--- src/rtl/sram_byte_ctrl.sv ---
// rtl/sram_byte_ctrl.sv - byte-wide request controller for a bit-addressed dual-read-port SRAM
module sram_byte_ctrl #(
   parameter bit WR_ACK = 1'b1
) (
   input  logic        clk,
   input  logic        reset,
   input  logic        req_valid,
   output logic        req_ready,
   input  logic        req_we,
   input  logic [8:0]  req_addr,
   input  logic [7:0]  req_wdata,
   output logic        resp_valid,
   output logic [7:0]  resp_rdata,
   output logic [11:0] mem_addr1,
   output logic [11:0] mem_addr2,
   output logic        mem_wbit,
   output logic        mem_rdwr,
   output logic        mem_deven,
   input  logic        mem_rbit1,
   input  logic        mem_rbit2
);

   typedef enum logic [2:0] {IDLE, RD, WR, DRAIN, RESP} state_t;

   state_t      state_q, state_d;
   logic [2:0]  beat_q, beat_d;       // beat currently in its address stage
   logic [1:0]  acc_k_q, acc_k_d;     // read beat currently in its access stage
   logic [8:0]  addr_q, addr_d;
   logic        we_q, we_d;
   logic [7:0]  wdata_q, wdata_d;
   logic [7:0]  rbuf_q, rbuf_d;

   logic        ready_q, ready_d;
   logic        resp_valid_q, resp_valid_d;
   logic [7:0]  resp_rdata_q, resp_rdata_d;
   logic [11:0] addr1_q, addr1_d;
   logic [11:0] addr2_q, addr2_d;
   logic        wbit_q, wbit_d;
   logic        rdwr_q, rdwr_d;
   logic        deven_q, deven_d;

   // address-stage drive request for the beat that follows
   logic        drv;
   logic [8:0]  drv_a;
   logic        drv_we;
   logic [7:0]  drv_wd;
   logic [2:0]  drv_k;

   // next-state, pipeline stage outputs and read-bit capture
   always_comb begin
      state_d      = state_q;
      beat_d       = beat_q;
      acc_k_d      = acc_k_q;
      addr_d       = addr_q;
      we_d         = we_q;
      wdata_d      = wdata_q;
      rbuf_d       = rbuf_q;
      resp_valid_d = 1'b0;
      resp_rdata_d = resp_rdata_q;
      addr1_d      = 12'd0;
      addr2_d      = 12'd0;
      wbit_d       = 1'b0;
      rdwr_d       = 1'b0;
      deven_d      = 1'b1;
      drv          = 1'b0;
      drv_a        = addr_q;
      drv_we       = we_q;
      drv_wd       = wdata_q;
      drv_k        = 3'd0;

      // a read access stage ends at this edge: store both read lines
      if (!deven_q && !rdwr_q) begin
         rbuf_d[{acc_k_q, 1'b0}] = mem_rbit1;
         rbuf_d[{acc_k_q, 1'b1}] = mem_rbit2;
      end

      case (state_q)
         IDLE: begin
            if (req_valid) begin
               addr_d  = req_addr;
               we_d    = req_we;
               wdata_d = req_wdata;
               rbuf_d  = 8'd0;
               beat_d  = 3'd0;
               state_d = req_we ? WR : RD;
               drv     = 1'b1;
               drv_a   = req_addr;
               drv_we  = req_we;
               drv_wd  = req_wdata;
               drv_k   = 3'd0;
            end
         end
         RD, WR: begin
            // previous address stage becomes this cycle's access stage
            deven_d = 1'b0;
            rdwr_d  = we_q;
            acc_k_d = beat_q[1:0];
            if (beat_q == (we_q ? 3'd7 : 3'd3)) begin
               state_d = DRAIN;
            end else begin
               beat_d = beat_q + 3'd1;
               drv    = 1'b1;
               drv_k  = beat_q + 3'd1;
            end
         end
         DRAIN: begin
            if (!we_q) begin
               resp_valid_d = 1'b1;
               resp_rdata_d = rbuf_d;
               state_d      = RESP;
            end else if (WR_ACK) begin
               resp_valid_d = 1'b1;
               resp_rdata_d = 8'd0;
               state_d      = RESP;
            end else begin
               state_d = IDLE;
            end
         end
         RESP: begin
            state_d = IDLE;
         end
         default: begin
            state_d = IDLE;
         end
      endcase

      // writes use one bit per beat on both ports; reads fetch two bits per beat
      if (drv) begin
         if (drv_we) begin
            addr1_d = {drv_a, drv_k};
            addr2_d = {drv_a, drv_k};
            wbit_d  = drv_wd[drv_k];
         end else begin
            addr1_d = {drv_a, drv_k[1:0], 1'b0};
            addr2_d = {drv_a, drv_k[1:0], 1'b1};
         end
      end

      ready_d = (state_d == IDLE);
   end

   // state and registered outputs, synchronous reset aborts any operation
   always_ff @(posedge clk) begin
      if (reset) begin
         state_q      <= IDLE;
         beat_q       <= 3'd0;
         acc_k_q      <= 2'd0;
         addr_q       <= 9'd0;
         we_q         <= 1'b0;
         wdata_q      <= 8'd0;
         rbuf_q       <= 8'd0;
         ready_q      <= 1'b1;
         resp_valid_q <= 1'b0;
         resp_rdata_q <= 8'd0;
         addr1_q      <= 12'd0;
         addr2_q      <= 12'd0;
         wbit_q       <= 1'b0;
         rdwr_q       <= 1'b0;
         deven_q      <= 1'b1;
      end else begin
         state_q      <= state_d;
         beat_q       <= beat_d;
         acc_k_q      <= acc_k_d;
         addr_q       <= addr_d;
         we_q         <= we_d;
         wdata_q      <= wdata_d;
         rbuf_q       <= rbuf_d;
         ready_q      <= ready_d;
         resp_valid_q <= resp_valid_d;
         resp_rdata_q <= resp_rdata_d;
         addr1_q      <= addr1_d;
         addr2_q      <= addr2_d;
         wbit_q       <= wbit_d;
         rdwr_q       <= rdwr_d;
         deven_q      <= deven_d;
      end
   end

   assign req_ready  = ready_q;
   assign resp_valid = resp_valid_q;
   assign resp_rdata = resp_rdata_q;
   assign mem_addr1  = addr1_q;
   assign mem_addr2  = addr2_q;
   assign mem_wbit   = wbit_q;
   assign mem_rdwr   = rdwr_q;
   assign mem_deven  = deven_q;

endmodule

--- config.mk ---
export PLATFORM = sky130hd
export DESIGN_NAME = sram_byte_ctrl
export DESIGN_NICKNAME = d
export VERILOG_FILES = /design/src/rtl/sram_byte_ctrl.sv
export SDC_FILE = /design/constraint.sdc
export NUM_CORES = 1
export LEC_CHECK = 0
export BUFFER_PORTS_ARGS = -buffer_cell sky130_fd_sc_hd__buf_4
export CAP_MARGIN = 20
export CORE_AREA = 2 2 72 74
export DETAILED_ROUTE_END_ITERATION = 8
export DIE_AREA = 0 0 74 76
export PLACE_DENSITY = 0.88
export SKIP_CTS_REPAIR_TIMING = 1
export SLEW_MARGIN = 20
export SYNTH_ARGS = -nofsm -noshare
export SYNTH_HDL_FRONTEND = slang
export SYNTH_SLANG_ARGS = --single-unit
--- constraint.sdc ---
create_clock -name clk -period 2.1 [get_ports clk]
set_input_delay 0.21 -clock clk [delete_from_list [all_inputs] [get_ports clk]]
set_output_delay 0.21 -clock clk [all_outputs]
set_load 0.05 [all_outputs]
==> results.toml <==
[die]
rows = 26
die-height_um = 76
die_w_um = 74
core_um2 = 4910
ios = 60
initial_core_util_pct = 50.1
die_area_um2 = 5620

[finish]
final_util_pct = 61.7
layout-drive-gt1-share_pct = 29.7
nets = 339
area_growth_pct = 23.2
n_antenna_cell = 0

[placement]
hpwl_um = 3820
io_buffers = 59
gp_congestion = 0.922

[sta]
finClkSkew_ns = 0.00559
maxClockFrequency_mhz = 532
relSlewSlack_pct = 64.1
setup_tns_ns = 0
post-route-period-util_pct = 89.5
hold_viol_final = 0
tightest_slew_ns = 0.531
post-route-min-period_ns = 1.88
rsz0062_at_grt = "no"
slew_violations = 0
setup_viol = 0

[logic_synthesis]
ys_seq_area_share_pct = 48.8
async_flop_share_pct = 0
synth_cell_type_count = 42
ys_seq_elements = 60
ys_warn_count = 0
syn_inst = 263
synth_top_flop_cell = "dfxtp_1"
syn-cell-area_um2 = 2460
syn_nets = 287
synth-edff-count = 0
avgSynthCellArea_um2 = 9.36

[critical_path]
startpoint = "state_q[1]"
crit_type = "reg -> reg"
crit_path_end = "mem_addr1[2]"
crit_arrival_ns = 2.09
r2r_end = "mem_addr1[2]"
slowest_delay_ns = 0.72
cpMaxStageDelayCell = "or4b_1"
crit_required_ns = 2.31
reg2reg_depth = 4
path_max_fanout = 7
cp-start-kind = "flop"
end_kind = "flop"
reg2reg_from = "state_q[1]"
crit_chain = "or4b_1 -> a21boi_4 -> mux2i_1 -> nor3_2"
r2r_setup_slack_ns = 0.22

[hold_path]
hold_class = "in -> reg"

[clocking]
cts_tree = "built"
clk_pin_slew_ns = 0.06
cts_root_buf = "clkbuf_8"
htreeDepth = 3
cts_inserted_buffers = 9
cts_max_path_buffers = 2
clock_latency_ns = 0.34
clock-sinks = 60

[run]
drv_cap = 0

[power_and_ir_drop]
leakage_nw = 1.28
ir_worst_vdd_mv = 0.535
powerDensity_nw_per_um2 = 831

[drt]
wire_per_inst_um = 13.7
vias = 2031
drt.antenna.violating_nets = 0
drcViolationCount = 0
wirelength_um = 5340
drt-initial-drc-count = 139
viasPerCell = 5.21
firstDrtPassIters = 4

[global_routing]
grt.overflow.total = 0
grt_pass1_vias = 2013
grt_max_degree = 42
grt_pass1_wl_um = 8890
antenna_found_initial = 0
track_usage_pct = 20.6

[outcome]
status = "complete, no violations"
-- worst max-delay path, delay by kind of cell (launching register included) --
family,cells,cell delay [ns]
mux,1,0.32
compound gates,1,0.27
flops,1,0.39
simple gates,2,0.78
-- layer usage --
metal / global-route usage (%) / share of wire (%)
met3: 6.35 / 7.4
met4: 11.3 / 2.9
met2: 33.2 / 49
met5: 0 / 0
met1: 23.8 / 41
-- report_power, final --
group / switching [W] / internal [W]
clock network: 0.000414 / 0.000458
logic: 0.000276 / 0.000154
registers: 0.0000297 / 0.00119
-- final cells by class --
class | count | area, um2
Fill cell | 414 | 1880
Multi-Input combinational cell | 177 | 1080
Clock inverter | 2 | 10.0
Tap cell | 70 | 87.6
Clock buffer | 14 | 153
Sequential cell | 60 | 1200
Timing Repair Buffer | 66 | 495
Inverter | 1 | 3.75
-- cell families after synthesis --
logic type | Yosys count | share of synthesized area (%)
compound gates | 53 | 14.0
flops | 60 | 48.8
buf+inv | 26 | 7.27
fa+ha+maj | 1 | 0.508
mux | 14 | 6.05
xor+xnor | 3 | 1.07
simple gates | 106 | 22.3
-- stage by stage --
step / std cells / hold slack (ns) / setup slack (ns) / area (um2) / power (W)
2_1_floorplan: 263 / 0.334 / 0.406 / 2460 / 0.00156
3_3_place_gp: 374 / 0.439 / 0.268 / 2870 / 0.00166
3_5_place_dp: 374 / 0.445 / 0.252 / 2870 / 0.00167
4_1_cts: 390 / 0.129 / 0.248 / 3030 / 0.00254
5_1_grt: 390 / 0.133 / 0.123 / 3030 / 0.00262
6_report: 390 / 0.136 / 0.220 / 3030 / 0.00252
-- sequential cells by signal, summed over array words and instances (netlist names) --
| register | flops |
|---|---|
| mem_addr1 | 12 |
| addr_q | 9 |
| rbuf_q | 8 |
| resp_rdata | 8 |
| wdata_q | 8 |
| beat_q | 3 |
| state_q | 3 |
| acc_k_q | 2 |
| mem_addr2 | 1 |
| mem_deven | 1 |
| mem_rdwr | 1 |
| mem_wbit | 1 |
| req_ready | 1 |
| resp_valid | 1 |
| we_q | 1 |
-- layout by cell type (no fill, tap or decap), types with 8 or more instances in the layout --
cell type,n
buf_4,66
dfxtp_1,60
nand2_1,32
nor2_1,25
a21oi_1,23
nor2b_1,17
clkbuf_8,10
a22oi_1,9
nand3_1,9
o21ai_0,8
-- cell usage after synthesis, drive strengths merged (2+ instances only) --
cell	instances	area, um2
nor2b	17	106
and2	4	25.0
mux2i	7	70.1
o21ai	8	40.0
nand2	32	120
xnor2	2	17.5
nand2b	4	27.5
nand3	9	45.0
nor4b	3	41.3
clkbuf	5	18.8
o22ai	4	25.0
a22oi	9	67.6
nor3	5	35.0
nor2	25	93.8
a21oi	25	140
buf	20	156
o2111ai	2	17.5
dfxtp	60	1200
mux2	7	78.8
-- worst min path at each step --
| stage | cells past startpoint | start | end |
|---|---|---|---|
| CTS | 3 | req_wdata[2] | wdata_q[2] |
| floorplan | 1 | reset | mem_deven |
| global route | 3 | req_wdata[6] | wdata_q[6] |
| detailed placement | 2 | addr_q[6] | addr_q[6] |
| global placement | 2 | addr_q[4] | addr_q[4] |
| finish | 3 | req_wdata[2] | wdata_q[2] |
No activity file was read; power rests on OpenSTA's default activity.
